### src/rtl/ser_pkg.sv
// Shared types and line levels for the serial transmit scheduler.
package ser_pkg;

    typedef enum logic [1:0] {IDLE, START, DATA, STOP} state_t;

    localparam int   FRAME_BITS = 8;
    localparam logic START_LVL  = 1'b0;
    localparam logic IDLE_LVL   = 1'b1;

endpackage

### src/rtl/ser_tx_sched_rr_arb.sv
// Combinational round-robin pick: first set request above ptr, else the
// lowest set request overall, which is the wrap-around continuation.
module rr_arb #(
    parameter int N = 4
) (
    input  logic [N-1:0]         req,
    input  logic [$clog2(N)-1:0] ptr,
    output logic [N-1:0]         onehot,
    output logic [$clog2(N)-1:0] idx,
    output logic                 any_req
);

    localparam int IW = $clog2(N);

    logic          hi_found;
    logic          lo_found;
    logic [IW-1:0] hi_idx;
    logic [IW-1:0] lo_idx;

    always_comb begin
        hi_found = 1'b0;
        lo_found = 1'b0;
        hi_idx   = '0;
        lo_idx   = '0;
        for (int i = 0; i < N; i++) begin
            if (req[i] && !lo_found) begin
                lo_found = 1'b1;
                lo_idx   = IW'(i);
            end
            if (req[i] && (i > int'(ptr)) && !hi_found) begin
                hi_found = 1'b1;
                hi_idx   = IW'(i);
            end
        end
        any_req = |req;
        idx     = hi_found ? hi_idx : lo_idx;
        onehot  = any_req ? (N'(1) << idx) : '0;
    end

endmodule

### src/rtl/ser_tx_sched.sv
// Round-robin scheduler that serializes one granted byte per frame:
// start bit, 8 data bits MSB-first, then GAP_BITS high stop bits.
module ser_tx_sched
    import ser_pkg::*;
#(
    parameter int N_REQ    = 4,
    parameter int GAP_BITS = 1
) (
    input  logic                     clk,
    input  logic                     rst_n,
    input  logic [N_REQ-1:0]         req,
    input  logic [8*N_REQ-1:0]       data,
    output logic [N_REQ-1:0]         gnt,
    output logic                     out,
    output logic                     busy,
    output logic [$clog2(N_REQ)-1:0] cur_id
);

    localparam int IW = $clog2(N_REQ);
    localparam int CW = ($clog2(GAP_BITS + 1) > 3) ? $clog2(GAP_BITS + 1) : 3;

    state_t                  state, state_nxt;
    logic [CW-1:0]           cnt, cnt_nxt;
    logic [FRAME_BITS-1:0]   shreg, shreg_nxt;
    logic [IW-1:0]           ptr, ptr_nxt;
    logic [IW-1:0]           cur_id_nxt;
    logic [N_REQ-1:0]        gnt_nxt;
    logic                    out_nxt;
    logic                    busy_nxt;
    logic                    arb;

    logic [N_REQ-1:0]        win_onehot;
    logic [IW-1:0]           win_idx;
    logic                    any_req;
    logic [FRAME_BITS-1:0]   win_byte;
    logic [FRAME_BITS-1:0]   bytes [N_REQ];

    for (genvar g = 0; g < N_REQ; g++) begin : g_unpack
        assign bytes[g] = data[FRAME_BITS*g +: FRAME_BITS];
    end

    rr_arb #(.N(N_REQ)) u_arb (
        .req     (req),
        .ptr     (ptr),
        .onehot  (win_onehot),
        .idx     (win_idx),
        .any_req (any_req)
    );

    always_comb begin
        win_byte = '0;
        for (int i = 0; i < N_REQ; i++) begin
            if (win_idx == IW'(i)) win_byte = bytes[i];
        end
    end

    always_ff @(posedge clk or negedge rst_n) begin
        if (!rst_n) begin
            state  <= IDLE;
            cnt    <= '0;
            shreg  <= '0;
            ptr    <= IW'(N_REQ - 1);
            gnt    <= '0;
            out    <= IDLE_LVL;
            busy   <= 1'b0;
            cur_id <= '0;
        end else begin
            state  <= state_nxt;
            cnt    <= cnt_nxt;
            shreg  <= shreg_nxt;
            ptr    <= ptr_nxt;
            gnt    <= gnt_nxt;
            out    <= out_nxt;
            busy   <= busy_nxt;
            cur_id <= cur_id_nxt;
        end
    end

    always_comb begin
        state_nxt  = state;
        cnt_nxt    = cnt;
        shreg_nxt  = shreg;
        ptr_nxt    = ptr;
        gnt_nxt    = '0;
        out_nxt    = out;
        busy_nxt   = busy;
        cur_id_nxt = cur_id;
        arb        = 1'b0;

        case (state)
            IDLE: begin
                out_nxt  = IDLE_LVL;
                busy_nxt = 1'b0;
                arb      = 1'b1;
            end
            START: begin
                out_nxt   = shreg[FRAME_BITS-1];
                state_nxt = DATA;
                cnt_nxt   = '0;
            end
            DATA: begin
                shreg_nxt = {shreg[FRAME_BITS-2:0], 1'b0};
                out_nxt   = shreg[FRAME_BITS-2];
                cnt_nxt   = cnt + CW'(1);
                if (cnt == CW'(FRAME_BITS - 1)) begin
                    out_nxt   = IDLE_LVL;
                    state_nxt = STOP;
                    cnt_nxt   = '0;
                end
            end
            STOP: begin
                out_nxt = IDLE_LVL;
                cnt_nxt = cnt + CW'(1);
                if (cnt == CW'(GAP_BITS - 1)) begin
                    arb       = 1'b1;
                    state_nxt = IDLE;
                    busy_nxt  = 1'b0;
                    cnt_nxt   = '0;
                end
            end
            default: state_nxt = IDLE;
        endcase

        // A win at the last stop edge chains straight into the next start bit.
        if (arb && any_req) begin
            shreg_nxt  = win_byte;
            gnt_nxt    = win_onehot;
            cur_id_nxt = win_idx;
            ptr_nxt    = win_idx;
            out_nxt    = START_LVL;
            busy_nxt   = 1'b1;
            state_nxt  = START;
            cnt_nxt    = '0;
        end
    end

endmodule

### config.mk
export PLATFORM = sky130hd
export DESIGN_NAME = ser_tx_sched
export DESIGN_NICKNAME = d
export VERILOG_FILES = /design/src/rtl/ser_pkg.sv /design/src/rtl/ser_tx_sched_rr_arb.sv /design/src/rtl/ser_tx_sched.sv
export SDC_FILE = /design/constraint.sdc
export NUM_CORES = 1
export LEC_CHECK = 0
export ABC_AREA = 1
export CORE_UTILIZATION = 43
export DETAILED_ROUTE_END_ITERATION = 8
export PLACE_DENSITY = 0.76
export SLEW_MARGIN = 20
export SYNTH_ARGS = -nofsm -noshare
export SYNTH_HDL_FRONTEND = slang
export SYNTH_SLANG_ARGS = --single-unit
### constraint.sdc
create_clock -name clk -period 1.7 [get_ports clk]
set_clock_uncertainty 0.2 [all_clocks]
set_input_delay 0.34 -clock clk [delete_from_list [all_inputs] [get_ports clk]]
set_output_delay 0.34 -clock clk [all_outputs]
set_load 0.02 [all_outputs]
==> results.toml <==
[status]
status = "finished, violations left"
violations = "negative setup slack"

[drt]
drtIter0Drc = 132
routed_via_density = 5.315
routedWlPerCell_um = 15.77
met1_length_mm = 2.355
firstDrtPassIters = 4
drc_errors = 0
met3RoutedLength_um = 375
dr_wl_met2_mm = 2.805
drt_wl_total_mm = 5.662
ant_nets = 0
vias = 1908
topRoutingLayerUsed = "met4"

[sta]
finalCritPeriodShare_pct = 113.8
rsz0062_at_grt = "true"
timing.fmax_ghz = 0.5170
setup_ws_ns = -0.2343
tightest_slew_ns = 0.3373
finalHoldViolations = 0
period_needed_ns = 1.934
max_slew_margin_pct = 77.52
finalSetupViolations = 21
slew_viol_final = 0

[synth]
ys_warn_count = 0
synth_area_leaders = "dfrtp_1, nand2_1, o21ai_0"
ys_seq_area_share_pct = 36.46
yosys.area.top_type = "dfrtp_1"
syn_avg_cell_area_um2 = 7.256
async_flop_share_pct = 100.0
ys_seq_elements = 23
synth_top_area_share_pct = 31.50
syn_area_um2 = 1589
ys.flop_type = "dfrtp_1"
synth_edf_count = 0
synth_cell_type_count = 28
synth_cells = 219
syn_nets = 264

[critical_path]
crit_type = "register to register"
r2r_start = "ptr[0]"
crit_fanout = 16
critPathCaptureType = "register"
required_ns = 1.66
cp-start-kind = "register"
worstPathArrival_ns = 1.89
crit_start = "ptr[0]"

[layout]
design_area_um2 = 2859
fill_cells = 197
post-route-util_pct = 83.06
diodes = 0
nNetsFinal = 359
drive_above_1_share_pct = 41.85
layout_common_cells = "buf_4, clkdlybuf4s50_1, nand2_1"
syn2layout_area_growth_pct = 79.92
layout.cells.most_common = "buf_4"

[global_routing]
grt_usage_pct = 25.41
antenna_found_initial = 0
grt_pass1_wl_mm = 7.783
grt_overflow_total = 0
grt_max_degree = 24
grt_pass1_vias = 1701

[placement]
port_buffers = 45
place_ws_ns = -0.4844
gp_congestion = 0.8473
place.detailed.hpwl_mm = 3.317
placed_cell_area_um2 = 2411

[power_and_ir_drop]
p_sw_share_pct = 47.49
vdd_drop_max_uv = 905.9
power_frac_clock_pct = 6.1
combPwrFrac_pct = 76.9
p_sw_mw = 2.761
seq_power_share_pct = 17.0
p_leak_nw = 1.367
powerDensity_nw_per_um2 = 2033
internal_power_mw = 3.052

[clock_tree]
ctsHoldBuffers = 0
clock-sinks = 23
root_buffer = "clkbuf_8"
path_clk_slew_ns = 0.09
cts_buffer_depth = 2
cts-buffers-inserted = 3
clk_latency_ns = 0.28
cts_tree = "done"
htree_levels = 1

[die]
die_w_um = 62.79
coreArea_um2 = 3442
dieArea_um2 = 3943
start_util_pct = 46.17
die_y_um = 62.79
io_pins = 46
row_count = 21

[run]
cap_viol_max_count = 0

[worst_hold_path]
hold_path_class = "input pin to asynchronous set/reset pin"
-- critical path: stages (launching register included) --
cell and delay [ns]:
dfstp_2 0.55, buf_4 0.13, nor2_2 0.05, nand2_2 0.14
buf_4 0.17, nand2_4 0.13, nor2_1 0.22, nor2_4 0.07
nand2_2 0.09, a21oi_2 0.06
-- kinds of logic (layout without fill, tap and decap cells) --
kind of cell,count (synthesis),count (layout),share of synthesized area [%]
and+or+nand+nor,115,115,34.49
AOI/OAI and AO/OA,42,42,14.72
buffers and inverters,32,126,8.819
DFF,23,23,36.46
adders and majority gates,7,7,5.512
-- power groups by stage --
stage	registers [mW]	logic (mW)	clock network, mW
final	0.991	4.47	0.354
after CTS	0.969	3.38	0.348
after global routing	1.02	4.78	0.393
after global placement	0.964	3.01	0
after floorplan	1.05	1.76	0
after detailed placement	0.973	3.08	0
-- final timing paths --
kind                       cells past startpoint         to  slack (ns)
max in group asynchronous                      2     ptr[0]        0.81
setup / recovery                               9   shreg[6]       -0.23
hold reg to reg                                2  cur_id[1]        0.31
setup reg to reg                               9   shreg[6]       -0.23
min in group clk                               2  cur_id[1]        0.31
hold / removal                                 2  cur_id[1]        0.21
-- metal layers --
layer,vias up,GRT usage (%)
met5,-,0
met4,0,9.593
met3,15,4.927
met2,90,43.07
met1,904,31.76
li1,899,-
-- cell type report --
type	count	area, um2	share of cell area, %
tap	46	57.56	2.013
inverter	28	105.1	3.676
clock inverter	1	5.005	0.1751
clock buffer	3	41.29	1.444
multi-input combinational	164	1161	40.61
sequential	23	579.3	20.26
timing repair buffer	94	909.6	31.82
-- state kept, by name (all words and copies together) (netlist names) --
signal	count
shreg	8
gnt	4
cnt	3
cur_id	2
ptr	2
state	2
busy	1
out	1
-- through the flow --
step / TNS [ns] / hold WS [ns] / power, mW / std cells
floorplan: -0.06631 / -0.1556 / 2.816 / 219
global placement: -7.785 / 0.2680 / 3.976 / 340
detailed placement: -8.494 / 0.2954 / 4.058 / 340
CTS: -0.9800 / 0.2280 / 4.699 / 351
global route: -3.961 / 0.2293 / 6.192 / 359
finish: -2.207 / 0.2076 / 5.812 / 359
-- what timing repair did --
action / in CTS / in global routing
gates resized for setup: 39 / 61
setup buffers: 6 / 8
endpoints found under the setup margin: 28 / 22
gates cloned: 1 / 0
endpoints found under the hold margin: 0 / 0
pin swaps: 18 / 20
-- cells in the mapped netlist (2+ instances only) --
| cell | n |
|---|---|
| inv_2 | 4 |
| o21ai_1 | 3 |
| nand4_1 | 8 |
| dfstp_2 | 3 |
| ha_1 | 7 |
| o22ai_1 | 2 |
| nand2_4 | 2 |
| nor3_1 | 2 |
| nor2_4 | 2 |
| dfrtp_1 | 20 |
| o21ai_0 | 25 |
| nand2_2 | 5 |
| buf_6 | 2 |
| nand3_1 | 11 |
| nor2_1 | 33 |
| inv_1 | 24 |
| a21oi_1 | 8 |
| nand2_1 | 48 |
Note: power is estimated with default switching activity, not from simulation.
